==> src/rtl/bitmanip_issue_ctrl_if.sv <==
// Shared types and handshake interface for the bit-manipulation issue stage.
// bitmanip_issue_pkg carries the op encoding and fu_data_t record that travel
// toward bit_extension.
// bitmanip_issue_ctrl_if groups the upstream issue handshake with the
// writeback result handshake.

package bitmanip_issue_pkg;

  localparam int unsigned TRANS_ID_BITS = 3;

  // Operator encoding seen by bit_extension; ADD is the idle/rest value.
  typedef enum logic [3:0] {
    ADD  = 4'd0,
    XORL = 4'd1,
    CLZ  = 4'd2,
    CTZ  = 4'd3,
    PCNT = 4'd4,
    PACK = 4'd5,
    BEXT = 4'd6,
    BDEP = 4'd7
  } fu_op_t;

  typedef struct packed {
    fu_op_t                   operator;
    logic [63:0]              operand_a;
    logic [63:0]              operand_b;
    logic [TRANS_ID_BITS-1:0] trans_id;
  } fu_data_t;

endpackage

interface bitmanip_issue_ctrl_if #(
  parameter int unsigned TRANS_ID_BITS = bitmanip_issue_pkg::TRANS_ID_BITS
);
  import bitmanip_issue_pkg::*;

  // issue side
  logic                     bm_valid;
  logic                     bm_ready;
  fu_data_t                 fu_data;
  // writeback side
  logic [63:0]              result;
  logic [TRANS_ID_BITS-1:0] trans_id;
  logic                     result_valid;
  logic                     result_ready;

  // upstream issuer / writeback consumer view
  modport master (
    output bm_valid, fu_data, result_ready,
    input  bm_ready, result, trans_id, result_valid
  );

  // issue controller view
  modport slave (
    input  bm_valid, fu_data, result_ready,
    output bm_ready, result, trans_id, result_valid
  );
endinterface

==> src/rtl/bitmanip_issue_ctrl.sv <==
// bitmanip_issue_ctrl: issue/sequencing stage in front of bit_extension.
// Single-cycle ops are captured into the 1-deep result register on the accept
// edge. BEXT/BDEP ops are latched and held on bext_fu_data_o for MC_CYCLES
// cycles, then the multi-cycle result is captured.
// Optional feature macro: BITMANIP_PERF_CNT_EN adds the perf_single_o,
// perf_multi_o and perf_stall_o counters.

module bitmanip_issue_ctrl
  import bitmanip_issue_pkg::*;
#(
  parameter int unsigned MC_CYCLES     = 2,
  parameter int unsigned TRANS_ID_BITS = bitmanip_issue_pkg::TRANS_ID_BITS
) (
  input  logic                 clk_i,
  input  logic                 rst_ni,
  input  logic                 flush_i,
  bitmanip_issue_ctrl_if.slave bm_if,
  output fu_data_t             bext_fu_data_o,
  input  logic [63:0]          bext_result_i,
  input  logic [63:0]          bext_mc_result_i
`ifdef BITMANIP_PERF_CNT_EN
  ,
  output logic [31:0]          perf_single_o,
  output logic [31:0]          perf_multi_o,
  output logic [31:0]          perf_stall_o
`endif
);

  localparam int unsigned      CNT_W    = $clog2(MC_CYCLES) + 1;
  localparam logic [CNT_W-1:0] CNT_LAST = CNT_W'(MC_CYCLES - 1);

  typedef enum logic [0:0] {
    IDLE = 1'b0,
    BUSY = 1'b1
  } state_t;

  // Ops that need operands held for the multi-cycle window.
  function automatic logic is_multi_cycle(input fu_op_t op);
    logic mc;
    case (op)
      BEXT:    mc = 1'b1;
      BDEP:    mc = 1'b1;
      default: mc = 1'b0;
    endcase
    return mc;
  endfunction

  state_t                   state_r, state_n_s;
  logic [CNT_W-1:0]         cnt_r, cnt_n_s;
  fu_data_t                 op_q_r, op_q_n_s;
  logic [63:0]              result_r, result_n_s;
  logic [TRANS_ID_BITS-1:0] trans_id_r, trans_id_n_s;
  logic                     valid_r, valid_n_s;

  logic                     out_free_s;
  logic                     bm_ready_s;
  logic                     accept_s;
  logic                     in_is_mc_s;
  logic                     cnt_done_s;
  logic                     cap_single_s;
  logic                     cap_multi_s;
  fu_data_t                 bext_fu_s;

  assign out_free_s = !valid_r | bm_if.result_ready;
  // Nothing is accepted while reset is held.
  assign bm_ready_s = rst_ni & (state_r == IDLE) & out_free_s & !flush_i;
  assign accept_s   = bm_if.bm_valid & bm_ready_s;
  assign in_is_mc_s = is_multi_cycle(bm_if.fu_data.operator);
  assign cnt_done_s = (cnt_r == CNT_LAST);

  // Next-state, output-register and operand-hold decisions.
  always_comb begin
    state_n_s    = state_r;
    cnt_n_s      = cnt_r;
    op_q_n_s     = op_q_r;
    result_n_s   = result_r;
    trans_id_n_s = trans_id_r;
    valid_n_s    = valid_r & !bm_if.result_ready;
    cap_single_s = 1'b0;
    cap_multi_s  = 1'b0;
    bext_fu_s    = bm_if.fu_data;

    case (state_r)
      IDLE: begin
        // Without a valid op, bit_extension sees ADD so its multi-cycle
        // machinery stays at rest.
        if (bm_if.bm_valid) begin
          bext_fu_s = bm_if.fu_data;
        end else begin
          bext_fu_s.operator = ADD;
        end
        if (accept_s) begin
          if (in_is_mc_s) begin
            op_q_n_s  = bm_if.fu_data;
            cnt_n_s   = CNT_W'(1'b1);
            state_n_s = BUSY;
          end else begin
            result_n_s   = bext_result_i;
            trans_id_n_s = TRANS_ID_BITS'(bm_if.fu_data.trans_id);
            valid_n_s    = 1'b1;
            cap_single_s = 1'b1;
          end
        end else begin
          cnt_n_s = '0;
        end
      end
      BUSY: begin
        bext_fu_s = op_q_r;
        if (cnt_done_s) begin
          result_n_s         = bext_mc_result_i;
          trans_id_n_s       = TRANS_ID_BITS'(op_q_r.trans_id);
          valid_n_s          = 1'b1;
          cap_multi_s        = 1'b1;
          op_q_n_s.operator  = ADD;
          cnt_n_s            = '0;
          state_n_s          = IDLE;
        end else begin
          cnt_n_s = cnt_r + CNT_W'(1'b1);
        end
      end
      default: begin
        bext_fu_s.operator = ADD;
        cnt_n_s            = '0;
        state_n_s          = IDLE;
      end
    endcase

    // Flush kills the in-flight op and any pending result.
    if (flush_i) begin
      state_n_s         = IDLE;
      cnt_n_s           = '0;
      valid_n_s         = 1'b0;
      op_q_n_s.operator = ADD;
      cap_single_s      = 1'b0;
      cap_multi_s       = 1'b0;
    end else begin
      state_n_s = state_n_s;
    end
  end

  // State, counter, held op and result register.
  always_ff @(posedge clk_i) begin
    if (!rst_ni) begin
      state_r    <= IDLE;
      cnt_r      <= '0;
      op_q_r     <= '0;
      result_r   <= 64'd0;
      trans_id_r <= '0;
      valid_r    <= 1'b0;
    end else begin
      state_r    <= state_n_s;
      cnt_r      <= cnt_n_s;
      op_q_r     <= op_q_n_s;
      result_r   <= result_n_s;
      trans_id_r <= trans_id_n_s;
      valid_r    <= valid_n_s;
    end
  end

  assign bext_fu_data_o     = bext_fu_s;
  assign bm_if.bm_ready     = bm_ready_s;
  assign bm_if.result       = result_r;
  assign bm_if.trans_id     = trans_id_r;
  assign bm_if.result_valid = valid_r;

`ifdef BITMANIP_PERF_CNT_EN
  logic [31:0] perf_single_r;
  logic [31:0] perf_multi_r;
  logic [31:0] perf_stall_r;
  logic        stall_s;

  assign stall_s = bm_if.bm_valid & !bm_ready_s;

  // Completion and stall counters; free-running, untouched by flush.
  always_ff @(posedge clk_i) begin
    if (!rst_ni) begin
      perf_single_r <= 32'd0;
      perf_multi_r  <= 32'd0;
      perf_stall_r  <= 32'd0;
    end else begin
      perf_single_r <= cap_single_s ? perf_single_r + 32'd1 : perf_single_r;
      perf_multi_r  <= cap_multi_s  ? perf_multi_r  + 32'd1 : perf_multi_r;
      perf_stall_r  <= stall_s      ? perf_stall_r  + 32'd1 : perf_stall_r;
    end
  end

  assign perf_single_o = perf_single_r;
  assign perf_multi_o  = perf_multi_r;
  assign perf_stall_o  = perf_stall_r;
`endif

endmodule

==> src/flat_wrapper.sv <==
// flat-port wrapper written by rule: the top's interface ports become plain ports
module bitmanip_issue_ctrl_flat import bitmanip_issue_pkg::*;
#(
  parameter int unsigned MC_CYCLES     = 2,
  parameter int unsigned TRANS_ID_BITS = bitmanip_issue_pkg::TRANS_ID_BITS
)
  (clk_i, rst_ni, flush_i, bext_fu_data_o, bext_result_i, bext_mc_result_i, bm_if_bm_valid, bm_if_fu_data, bm_if_result_ready, bm_if_bm_ready, bm_if_result, bm_if_trans_id, bm_if_result_valid);
  bitmanip_issue_ctrl_if #(.TRANS_ID_BITS(TRANS_ID_BITS)) bm_if_i ();
  input  logic clk_i;
  input  logic rst_ni;
  input  logic flush_i;
  output fu_data_t bext_fu_data_o;
  input  logic [63:0] bext_result_i;
  input  logic [63:0] bext_mc_result_i;
  input wire logic [$bits(bm_if_i.bm_valid)-1:0] bm_if_bm_valid;
  input wire logic [$bits(bm_if_i.fu_data)-1:0] bm_if_fu_data;
  input wire logic [$bits(bm_if_i.result_ready)-1:0] bm_if_result_ready;
  output wire logic [$bits(bm_if_i.bm_ready)-1:0] bm_if_bm_ready;
  output wire logic [$bits(bm_if_i.result)-1:0] bm_if_result;
  output wire logic [$bits(bm_if_i.trans_id)-1:0] bm_if_trans_id;
  output wire logic [$bits(bm_if_i.result_valid)-1:0] bm_if_result_valid;
  assign bm_if_i.bm_valid = bm_if_bm_valid;
  assign bm_if_i.fu_data = bm_if_fu_data;
  assign bm_if_i.result_ready = bm_if_result_ready;
  assign bm_if_bm_ready = bm_if_i.bm_ready;
  assign bm_if_result = bm_if_i.result;
  assign bm_if_trans_id = bm_if_i.trans_id;
  assign bm_if_result_valid = bm_if_i.result_valid;
  bitmanip_issue_ctrl #(.MC_CYCLES(MC_CYCLES), .TRANS_ID_BITS(TRANS_ID_BITS)) u_core (.clk_i(clk_i), .rst_ni(rst_ni), .flush_i(flush_i), .bm_if(bm_if_i), .bext_fu_data_o(bext_fu_data_o), .bext_result_i(bext_result_i), .bext_mc_result_i(bext_mc_result_i));
endmodule
==> config.mk <==
export PLATFORM = sky130hd
export DESIGN_NAME = bitmanip_issue_ctrl_flat
export DESIGN_NICKNAME = d
export VERILOG_FILES = /design/src/rtl/bitmanip_issue_ctrl_if.sv /design/src/rtl/bitmanip_issue_ctrl.sv /design/src/flat_wrapper.sv
export SDC_FILE = /design/constraint.sdc
export NUM_CORES = 1
export LEC_CHECK = 0
export ABC_AREA = 0
export CORE_AREA = 2 2 184 186
export DETAILED_ROUTE_END_ITERATION = 12
export DIE_AREA = 0 0 186 188
export GPL_TIMING_DRIVEN = 0
export SYNTH_ARGS = -nofsm -noshare
export SYNTH_HDL_FRONTEND = slang
export SYNTH_SLANG_ARGS = --single-unit
==> constraint.sdc <==
create_clock -name clk_i -period 5.56 [get_ports clk_i]
set_input_delay 1.112 -clock clk_i [delete_from_list [all_inputs] [get_ports clk_i]]
set_output_delay 1.112 -clock clk_i [all_outputs]
set_load 0.03 [all_outputs]
==> results of run 1 <==
==> per-layer routing <==
| layer | share of wire, % | vias up |
|---|---|---|
| li1 | - | 4661 |
| met1 | 39 | 4325 |
| met2 | 51 | 321 |
| met3 | 6.8 | 53 |
| met4 | 3.0 | 4 |
| met5 | 0.071 | - |
==> state kept, by name, indices dropped and copies added, names as in the netlist <==
| signal | flops |
|---|---|
| u_core.bm_if.trans_id | 3 |
| u_core.state_r | 1 |
| u_core.bm_if.result | 64 |
| u_core.bm_if.result_valid | 1 |
| u_core.op_q_r | 135 |
| u_core.cnt_r | 2 |
==> report_power, final <==
group	internal (mW)	switching [mW]
Combinational	0.382	0.337
Sequential	1.51	0.0194
Clock	1.02	0.640
==> path summary, 6_finish.rpt <==
path | from | end | cells past startpoint
worst min register to register | u_core.op_q_r[134]$_SDFFE_PP0P_ | u_core.op_q_r[134]$_SDFFE_PP0P_ | 2
worst max register to register | u_core.bm_if.result_valid$_SDFF_PP0_ | u_core.op_q_r[1]$_SDFFE_PN0P_ | 7
worst min-delay path | u_core.op_q_r[134]$_SDFFE_PP0P_ | u_core.op_q_r[134]$_SDFFE_PP0P_ | 2
worst max-delay path | u_core.state_r$_SDFF_PP0_ | bext_fu_data_o[67] | 6
==> cells by family after synthesis <==
kind of cell           Yosys count
DFF                            206
muxes                          195
and+or+nand+nor                358
buffers and inverters           94
AOI/OAI and AO/OA              214
==> worst reg2reg max path: cells and delay by family, from the launching register on <==
family / cells / cell delay (ns)
and+or+nand+nor: 3 / 0.40
DFF: 1 / 0.32
buffers and inverters: 3 / 1.36
AOI/OAI and AO/OA: 1 / 0.19
==> per-stage QoR <==
step	util [%]	hold WS [ns]	area (sq um)	setup slack (ns)	total power [mW]
after floorplan	-	0.416	9780	2.34	1.87
after global placement	45.5	0.430	15100	1.54	2.28
after detailed placement	45.5	0.439	15100	1.53	2.28
after CTS	48.0	0.448	15900	1.07	3.97
after global routing	48.0	0.460	15900	0.986	4.05
final	48.0	0.444	15900	1.18	3.91
==> Yosys cell counts <==
library cell and instances:
sky130_fd_sc_hd__and3b_1 1, sky130_fd_sc_hd__nand2_1 342, sky130_fd_sc_hd__a211oi_1 2, sky130_fd_sc_hd__a21oi_1 5, sky130_fd_sc_hd__buf_1 3, sky130_fd_sc_hd__nor2b_1 1
sky130_fd_sc_hd__or4_1 1, sky130_fd_sc_hd__buf_4 1, sky130_fd_sc_hd__o21ai_1 3, sky130_fd_sc_hd__clkbuf_1 52, sky130_fd_sc_hd__o211a_1 64, sky130_fd_sc_hd__mux2i_1 64
sky130_fd_sc_hd__nand2b_1 2, sky130_fd_sc_hd__nor3_1 2, sky130_fd_sc_hd__nor2_1 2, sky130_fd_sc_hd__dfxtp_1 206, sky130_fd_sc_hd__inv_1 3, sky130_fd_sc_hd__o31ai_1 1
sky130_fd_sc_hd__a21boi_1 24, sky130_fd_sc_hd__nor4_2 1, sky130_fd_sc_hd__buf_2 35, sky130_fd_sc_hd__a21o_1 1, sky130_fd_sc_hd__a21bo_2 1, sky130_fd_sc_hd__a21boi_0 107
sky130_fd_sc_hd__o21ai_0 5, sky130_fd_sc_hd__o41ai_4 1, sky130_fd_sc_hd__nand3b_1 3, sky130_fd_sc_hd__mux2_2 131, sky130_fd_sc_hd__nand3_1 3
==> area by class of cell <==
type	instances	area, sq um
Antenna cell	2	5.00
Buffer	91	389
Clock buffer	33	706
Clock inverter	9	123
Fill cell	3210	17200
Inverter	3	11.3
Multi-Input combinational cell	767	5260
Sequential cell	206	4120
Tap cell	448	561
Timing Repair Buffer	471	4710
==> impl_summary.txt, run 1 <==
----------------------------------------------------
[Timing]
  Headroom to the max-slew limit ... between 30 and 40%
  Fin crit period ... between 4 and 5 ns
  Setup skew after layout ... 0.0148 ns
  Slew Limit Fails ... 0
  Count of final hold-check violations ... 0
  Total of endpoints with negative setup slack in the final report ... 0
  Total negative setup slack ... 0 ns
  Achievable clock frequency ... between 200 and 250 MHz
  Measured slew at the worst slew-check pin ... 0.963 ns
  Unrepaired setup endpoints after global routing ... no
  Share of the cycle needed by the critical path after routing ... 78.7%

[CTS]
  Post-CTS Hold Buffers ... 0
  CTS Root Cell ... sky130_fd_sc_hd__clkbuf_16
  Total of cells resized after clock tree synthesis ... 0
  TritonCTS clock tree ... built
  Clk sinks ... ~200
  Num CTS Buffers ... 24
  Htree depth ... 1
  CTS clock-pin slew for the worst setup and hold paths ... 0.05 ns
  Post-CTS Setup Bufs ... 0
  Clock network latency to the later pin of the worst-skew pair ... 0.52 ns
  Bufs on Longest Clock Path ... 3

[Drt]
  Number of design-rule violations left by the first detailed-router iteration ... between 200 and 300
  Post-detailed-route DRC marker count ... 0
  Number of nets with antenna violations after detailed routing ... 0
  DRT Pass-1 Iters ... 4
  Routed via count ... 9364
  Final wirelength ... 36800 um
  Average wire per cell in the routed design ... ~18 um
  Vias per cell ... 4.61

[Critical path]
  Kind of cell with the highest combined delay on the critical path ... buffers and inverters
  Peak per-stage delay on the critical path ... 0.65 ns
  CP max-delay cell ... sky130_fd_sc_hd__clkdlybuf4s50_1
  Startpoint types ... flop
  Buf+Inv Stages, Crit Path ... 5
  List of cells traversed by the critical path ... buf_2 -> buf_2 -> buf_1 -> buf_2 -> mux2_2 -> clkdlybuf4s50_1
  Most repeated library cell on the critical path ... sky130_fd_sc_hd__buf_2
  Kind of end point of the critical path ... output port
  CP Max Fanout ... 10
  Worst R2R Setup Slack ... approximately 3.2 ns
  Worst setup path category ... flop to output port
  Critical path data arrival time ... roughly 3.3 ns
  Required time of the critical path ... 4.45 ns

[Placed design]
  Placed Cells incl. Taps ... 1986
  Input/output buffers ... 471
  Final Wtd Congestion ... 0.789
  Dpl hpwl ... 28800 um

[Pwr]
  Power density over cell area ... 246 nW/um^2
  Worst IR Drop VDD ... 0.205 mV
  Leak ... 6.10 nW

[Die]
  Die Wd ... between 150 and 200 um
  I/O pin cnt ... ~470
  Standard-cell row count ... 67
  Die Height ... roughly 190 um
  Effective utilization at floorplan ... 29.5%
  Die footprint ... 35000 sq um
  Core Box Area ... around 33000 sq um

[Synthesis]
  Adder-cell area share of the yosys netlist ... 0%
  Share of the synthesized netlist area taken by xor and xnor gates ... 0%
  Portion of synthesized cell area occupied by the leading cell type ... a little over two fifths
  Share of synthesized area occupied by flip-flops and latches ... 42.2%
  Dominant cells by area after synthesis ... sky130_fd_sc_hd__dfxtp_1, sky130_fd_sc_hd__mux2_2, sky130_fd_sc_hd__nand2_1
  Post-synth cell types ... 29
  Post-Synthesis Cells ... 1067
  Multiplexer share of the synthesized area ... between 20 and 25%
  Largest family of logic cells by synthesized area ... multiplexers
  Count of state elements after synthesis ... ~200
  Synthesized-area fraction occupied by ao, oa, aoi and oai cells ... 18.0%
  Net count after synthesis ... 1335
  Number of synthesis warnings ... 0
  Area share of and/or/nand/nor cells after synthesis ... 14.2%
  Average footprint of a synthesized cell ... between 9 and 10 sq um
  Cell taking the most area after synthesis ... sky130_fd_sc_hd__dfxtp_1
  Area of the mapped netlist ... just under 10000 sq um

[Global routing]
  Largest net degree at the start of global routing ... 14
  Overflow left after global routing ... 0
  Combined global-route utilization of all metal layers ... 20.3%
  Number of antenna violations at the first check in global routing ... 4
  GR Layer Usage met1 ... 22.6%
  Number of global-route vias before repair ... 9535
  GR met3 Demand/Resource ... 4.47%
  Grt peak-use layer ... met2
  Wire length of the first global-routing pass ... about 55000 um
  Routing usage on met2 ... 37.8%

[Final layout]
  Most frequent standard cell in the layout excluding fill and tap cells ... sky130_fd_sc_hd__clkdlybuf4s50_1
  Nets@finish ... 1832
  Post-layout instance count excluding filler cells ... 2030
  Layout overhead on the synthesized area ... 62.4%
  Share of post-route cells with drive strength above 1 ... a little over an eighth
  Most frequent cells in the layout ... sky130_fd_sc_hd__clkdlybuf4s50_1, sky130_fd_sc_hd__nand2_1, sky130_fd_sc_hd__dfxtp_1

[Outcome]
  Run status ... finished clean

[Job]
  Number of max-capacitance violations reported ... 0

[Min path]
  Class of the most critical hold timing path ... flop to flop

----------------------------------------------------
Note: power is estimated with default switching activity, not from simulation.
==> run 2: changes to the inputs <==
clock period = 3.7 ns   (was 5.56 ns; I/O delays follow)
==> impl_summary.txt, run 2 (synthesis results as in run 1) <==
----------------------------------------------------
[Timing]
  Unrepaired setup endpoints after global routing ... no
  Share of the cycle needed by the critical path after routing ... 95.9%
  Fin crit period ... 3.55 ns
  Achievable clock frequency ... 282 MHz
  Slew Limit Fails ... 0
  Headroom to the max-slew limit ... 39.7%
  Setup skew after layout ... between 0.01 and 0.015 ns
  Total of endpoints with negative setup slack in the final report ... 0
  Total negative setup slack ... 0 ns
  Measured slew at the worst slew-check pin ... ~0.90 ns
  Count of final hold-check violations ... 0

[Pwr]
  Switching part of the total ... 25.6%
  Clk pwr share ... 42.5%
  Internal Dissipation ... 4.37 mW
  Overall power after layout ... about 5.9 mW
  Power density over cell area ... 369 nW/um^2
  Part of the total power dissipated in combinational logic ... 18.4%
  P_sw ... 1.50 mW
  Sequential group share of total power ... 39.1%
  Leak ... 6.12 nW
  Worst IR Drop VDD ... just over 0.3 mV

[Critical path]
  Critical path data arrival time ... 2.81 ns
  Crit. Startpoint ... u_core.state_r$_SDFF_PP0_
  Buf+Inv Stages, Crit Path ... 5
  CP max-delay cell ... sky130_fd_sc_hd__clkdlybuf4s50_1
  List of cells traversed by the critical path ... buf_2 -> buf_4 -> buf_2 -> buf_2 -> mux2_2 -> clkdlybuf4s50_1
  Kind of end point of the critical path ... output port
  Kind of cell with the highest combined delay on the critical path ... buffers and inverters
  Worst Reg-to-Reg Cells ... 7
  Most repeated library cell on the critical path ... sky130_fd_sc_hd__buf_2
  Worst setup path category ... flop to output port
  Critical register-to-register path startpoint ... u_core.bm_if.result_valid$_SDFF_PP0_
  Peak per-stage delay on the critical path ... 0.62 ns
  Path length in cells of the critical path ... 6
  Capture point of the critical path ... bext_fu_data_o[111]
  Worst R2R Setup Slack ... 1.35 ns
  RR Endpoint ... u_core.op_q_r[65]$_SDFFE_PN0P_
  CP Max Fanout ... 10
  Startpoint types ... flop
  Required time of the critical path ... roughly 3 ns

[Drt]
  Number of nets with antenna violations after detailed routing ... 0
  Routed via count ... 9365
  Average wire per cell in the routed design ... 18.2 um
  Vias per cell ... around 4.6
  Number of design-rule violations left by the first detailed-router iteration ... between 200 and 300
  Post-detailed-route DRC marker count ... 0
  Final wirelength ... 36800 um
  DRT Pass-1 Iters ... 4

[Global routing]
  Wire length of the first global-routing pass ... 54600 um
  Number of antenna violations at the first check in global routing ... 4
  Combined global-route utilization of all metal layers ... between 20 and 25%
  Number of global-route vias before repair ... 9540
  Overflow left after global routing ... 0
  Largest net degree at the start of global routing ... 14

[Final layout]
  Most frequent cells in the layout ... sky130_fd_sc_hd__clkdlybuf4s50_1, sky130_fd_sc_hd__nand2_1, sky130_fd_sc_hd__dfxtp_1
  Register name with the most flops ... u_core.op_q_r
  Layout overhead on the synthesized area ... 62.6%
  Flip-flop count of the largest register, all copies and words added ... around 140
  Nets@finish ... 1832
  Share of post-route cells with drive strength above 1 ... 13.5%
  Filler Cell Count ... 3210
  Most frequent standard cell in the layout excluding fill and tap cells ... sky130_fd_sc_hd__clkdlybuf4s50_1

[Job]
  Number of max-capacitance violations reported ... 0

[Placed design]
  Dpl hpwl ... 28800 um
  Final Wtd Congestion ... about 0.79
  Input/output buffers ... 471

[CTS]
  Bufs on Longest Clock Path ... 3
  Clk sinks ... between 200 and 250
  CTS Root Cell ... sky130_fd_sc_hd__clkbuf_16
  CTS clock-pin slew for the worst setup and hold paths ... approximately 0.06 ns
  Htree depth ... 1
  Num CTS Buffers ... 24
  Clock network latency to the later pin of the worst-skew pair ... between 0.5 and 0.6 ns
  Post-CTS Setup Bufs ... 0
  TritonCTS clock tree ... built

[Die]
  Die Wd ... 186 um
  I/O pin cnt ... 472
  Standard-cell row count ... 67
  Die Height ... 188 um
  Core Box Area ... 33100 sq um
  Die footprint ... 35000 sq um
  Effective utilization at floorplan ... between 20% and 30%

[Outcome]
  Run status ... finished clean

[Min path]
  Number of stages on the worst hold path ... 2
  Class of the most critical hold timing path ... flop to flop

----------------------------------------------------
run 2: power by group through the flow:
| stage | Sequential, mW | Clock [mW] | Combinational [mW] |
|---|---|---|---|
| floorplan | 2.41 | 0 | 0.394 |
| global placement | 2.34 | 0 | 1.09 |
| detailed placement | 2.34 | 0 | 1.09 |
| CTS | 2.30 | 2.57 | 1.09 |
| global route | 2.30 | 2.65 | 1.14 |
| finish | 2.30 | 2.50 | 1.08 |
run 2: how the worst min path moves through the flow:
stage	slack, ns	start	end
final	0.44	u_core.op_q_r[134]$_SDFFE_PP0P_	u_core.op_q_r[134]$_SDFFE_PP0P_
after global routing	0.46	u_core.op_q_r[134]$_SDFFE_PP0P_	u_core.op_q_r[134]$_SDFFE_PP0P_
after CTS	0.45	u_core.op_q_r[134]$_SDFFE_PP0P_	u_core.op_q_r[134]$_SDFFE_PP0P_
after detailed placement	0.44	u_core.op_q_r[134]$_SDFFE_PP0P_	u_core.op_q_r[134]$_SDFFE_PP0P_
after global placement	0.43	u_core.op_q_r[134]$_SDFFE_PP0P_	u_core.op_q_r[134]$_SDFFE_PP0P_
after floorplan	0.42	u_core.op_q_r[134]$_SDFFE_PP0P_	u_core.op_q_r[134]$_SDFFE_PP0P_
run 2: routing by layer:
metal / global-route usage, % / share of wire, % / wire length (um) / vias up
met4: 6.42 / 3.0 / 1120 / 4
li1: - / - / - / 4662
met5: 0 / 0.071 / 26 / -
met3: 4.47 / 6.5 / 2390 / 53
met2: 37.8 / 51 / 19000 / 314
met1: 22.6 / 39 / 14400 / 4332
run 2: repair_timing:
| action | in CTS | in global routing |
|---|---|---|
| pin swaps | 0 | 0 |
| endpoints found under the setup margin | 134 | 30 |
| endpoints found under the hold margin | 0 | 0 |
| gates resized for setup | 5 | 6 |
| hold buffers | 0 | 0 |
run 2: area by class of cell:
| class | instances | area, sq um | area share (%) |
|---|---|---|---|
| clock buffers | 33 | 706 | 4.44 |
| multi-input cells | 767 | 5260 | 33.1 |
| inverters | 3 | 11.3 | 0.0708 |
| well taps | 448 | 561 | 3.52 |
| diodes | 2 | 5.00 | 0.0315 |
| clock inverters | 9 | 123 | 0.771 |
| repair buffers | 471 | 4710 | 29.6 |
| plain buffers | 91 | 409 | 2.57 |
| flip-flops and latches | 206 | 4120 | 25.9 |
run 2: worst reg2reg max path, delay by kind of cell, from the launching register on:
kind / cells / cell delay (ns)
flops: 1 / 0.32
compound gates: 1 / 0.19
buf+inv: 3 / 1.35
simple gates: 3 / 0.41
run 2: through the flow:
stage | setup slack, ns | hold slack, ns | cells | area, sq um | util (%)
6_report | 0.150 | 0.444 | 2030 | 15900 | 48.1
5_1_grt | 0.000510 | 0.460 | 2030 | 15900 | 48.1
4_1_cts | 0.0152 | 0.448 | 2028 | 15900 | 48.0
3_5_place_dp | 0.146 | 0.439 | 1986 | 15100 | 45.5
3_3_place_gp | 0.144 | 0.430 | 1986 | 15100 | 45.5
2_1_floorplan | 1.22 | 0.416 | 1067 | 9780 | -
==> run 3: changes to the inputs <==
CORE_AREA = 2 2 185 187   (was 2 2 184 186)
DIE_AREA = 0 0 187 189   (was 0 0 186 188)
clock period = 4.13 ns   (was 3.7 ns; I/O delays follow)
==> impl_summary.txt, run 3 (synthesis results as in run 1) <==
----------------------------------------------------
[Pwr]
  Worst IR Drop VDD ... approximately 0.27 mV
  Leak ... between 6 and 7 nW
  P_sw ... 1.34 mW
  Part of the total power dissipated in combinational logic ... about a fifth
  Power density over cell area ... ~330 nW/um^2
  Switching part of the total ... between 20% and 30%
  Internal Dissipation ... roughly 3.9 mW
  Sequential group share of total power ... 39.4%
  Clk pwr share ... 42.0%

[Final layout]
  Share of post-route cells with drive strength above 1 ... 13.4%
  Layout overhead on the synthesized area ... 62.4%
  Area used by multi-input combinational logic ... approximately 5300 sq um
  Nets@finish ... 1833
  Filler Cell Count ... 3232
  Most frequent standard cell in the layout excluding fill and tap cells ... sky130_fd_sc_hd__clkdlybuf4s50_1
  Most frequent cells in the layout ... sky130_fd_sc_hd__clkdlybuf4s50_1, sky130_fd_sc_hd__nand2_1, sky130_fd_sc_hd__dfxtp_1
  Flip-flop count of the largest register, all copies and words added ... 135
  Register area ... 4120 sq um
  Register name with the most flops ... u_core.op_q_r
  Post-layout instance count excluding filler cells ... 2031

[Drt]
  Average wire per cell in the routed design ... 18.2 um
  Final wirelength ... 36900 um
  Number of nets with antenna violations after detailed routing ... 0
  Routed via count ... 9395
  Post-detailed-route DRC marker count ... 0
  Number of design-rule violations left by the first detailed-router iteration ... 298
  DRT Pass-1 Iters ... 5
  Vias per cell ... 4.63

[Global routing]
  Overflow left after global routing ... 0
  Wire length of the first global-routing pass ... roughly 55000 um
  Largest net degree at the start of global routing ... 13
  Number of antenna violations at the first check in global routing ... 2
  Number of global-route vias before repair ... 9510
  Combined global-route utilization of all metal layers ... 20.0%

[Timing]
  Measured slew at the worst slew-check pin ... 0.888 ns
  Headroom to the max-slew limit ... 40.3%
  Fin crit period ... 3.95 ns
  Total of endpoints with negative setup slack in the final report ... 0
  Setup skew after layout ... 0.00737 ns
  Share of the cycle needed by the critical path after routing ... between 90% and 100%
  Slew Limit Fails ... 0
  Count of final hold-check violations ... 0
  Unrepaired setup endpoints after global routing ... no
  Achievable clock frequency ... 253 MHz
  Total negative setup slack ... 0 ns

[Die]
  Die Wd ... 187 um
  I/O pin cnt ... 472
  Core Box Area ... 33300 sq um
  Standard-cell row count ... 67
  Effective utilization at floorplan ... 29.4%
  Die footprint ... 35300 sq um
  Die Height ... ~190 um

[Critical path]
  RR Endpoint ... u_core.op_q_r[65]$_SDFFE_PN0P_
  Capture point of the critical path ... bext_fu_data_o[127]
  Startpoint types ... flop
  Worst Reg-to-Reg Cells ... 7
  Worst setup path category ... flop to output port
  Required time of the critical path ... 3.30 ns
  Worst R2R Setup Slack ... 1.60 ns
  Crit. Startpoint ... u_core.state_r$_SDFF_PP0_
  Kind of end point of the critical path ... output port
  CP Max Fanout ... 10
  Critical register-to-register path startpoint ... u_core.bm_if.result_valid$_SDFF_PP0_
  Critical path data arrival time ... between 3 and 4 ns

[Outcome]
  Run status ... finished clean

[CTS]
  CTS Root Cell ... sky130_fd_sc_hd__clkbuf_16
  Post-CTS Setup Bufs ... 0
  CTS clock-pin slew for the worst setup and hold paths ... about 0.06 ns
  Clk sinks ... 206
  Htree depth ... 1
  TritonCTS clock tree ... built
  Bufs on Longest Clock Path ... 3
  Clock network latency to the later pin of the worst-skew pair ... 0.51 ns
  Num CTS Buffers ... 25

[Job]
  Number of max-capacitance violations reported ... 0

[Placed design]
  Final Wtd Congestion ... 0.804
  Input/output buffers ... approximately 470
  Placed Cells incl. Taps ... 1986
  Dpl hpwl ... 28700 um

[Min path]
  Class of the most critical hold timing path ... flop to flop

----------------------------------------------------
## run 3: layout make-up
type | count | share of cell area [%]
inverter | 3 | 0.0709
sequential | 206 | 26.0
tap | 448 | 3.53
buffer | 91 | 2.50
timing repair buffer | 471 | 29.7
multi-input combinational | 767 | 33.1
clock inverter | 9 | 0.622
clock buffer | 34 | 4.53
antenna | 2 | 0.0315
## run 3: worst min-delay path by stage
stage                                         start  slack (ns)  cells past startpoint                              end
detailed placement  u_core.op_q_r[134]$_SDFFE_PP0P_        0.44                      2  u_core.op_q_r[134]$_SDFFE_PP0P_
finish              u_core.op_q_r[134]$_SDFFE_PP0P_        0.44                      2  u_core.op_q_r[134]$_SDFFE_PP0P_
global placement    u_core.op_q_r[134]$_SDFFE_PP0P_        0.43                      2  u_core.op_q_r[134]$_SDFFE_PP0P_
global route         u_core.op_q_r[50]$_SDFFE_PN0P_        0.47                      2   u_core.op_q_r[50]$_SDFFE_PN0P_
CTS                 u_core.op_q_r[134]$_SDFFE_PP0P_        0.45                      2  u_core.op_q_r[134]$_SDFFE_PP0P_
floorplan           u_core.op_q_r[134]$_SDFFE_PP0P_        0.42                      2  u_core.op_q_r[134]$_SDFFE_PP0P_
## run 3: per-stage QoR
stage	power [mW]	utilization (%)	worst slack, ns	instance area [sq um]	hold slack (ns)
detailed placement	3.08	45.2	0.465	15100	0.438
global placement	3.08	45.2	0.466	15100	0.429
CTS	5.30	47.7	0.0617	15900	0.446
floorplan	2.51	-	1.48	9780	0.416
global route	5.42	47.7	0.00460	15900	0.468
finish	5.22	47.7	0.180	15900	0.445
## run 3: power by group through the flow
stage               logic [mW]  registers, mW  clock network [mW]
floorplan                0.353           2.16                   0
global route              1.02           2.06                2.34
global placement         0.979           2.10                   0
finish                   0.971           2.06                2.19
detailed placement       0.979           2.10                   0
CTS                      0.984           2.06                2.26
## run 3: layer usage
metal  up-vias  global-route usage [%]  wire [um]
li1       4669                       -          -
met2       327                    37.3      18700
met4         0                    5.83       1030
met3        59                    4.21       2260
met5         -                       0          0
met1      4340                    23.0      15000
## run 3: critical path: stages, from the launching register on
cell	delay [ns]
sky130_fd_sc_hd__dfxtp_1	0.30
sky130_fd_sc_hd__buf_2	0.16
sky130_fd_sc_hd__buf_2	0.33
sky130_fd_sc_hd__clkdlybuf4s15_1	0.78
sky130_fd_sc_hd__mux2_2	0.41
sky130_fd_sc_hd__clkdlybuf4s50_1	0.63
## run 3: repair_timing
| action | 4_1_cts | 5_1_grt |
|---|---|---|
| pin swaps | 0 | 0 |
| endpoints found under the setup margin | 55 | 3 |
| gates resized for setup | 2 | 2 |
| gates cloned | 0 | 0 |
| hold buffers | 0 | 0 |
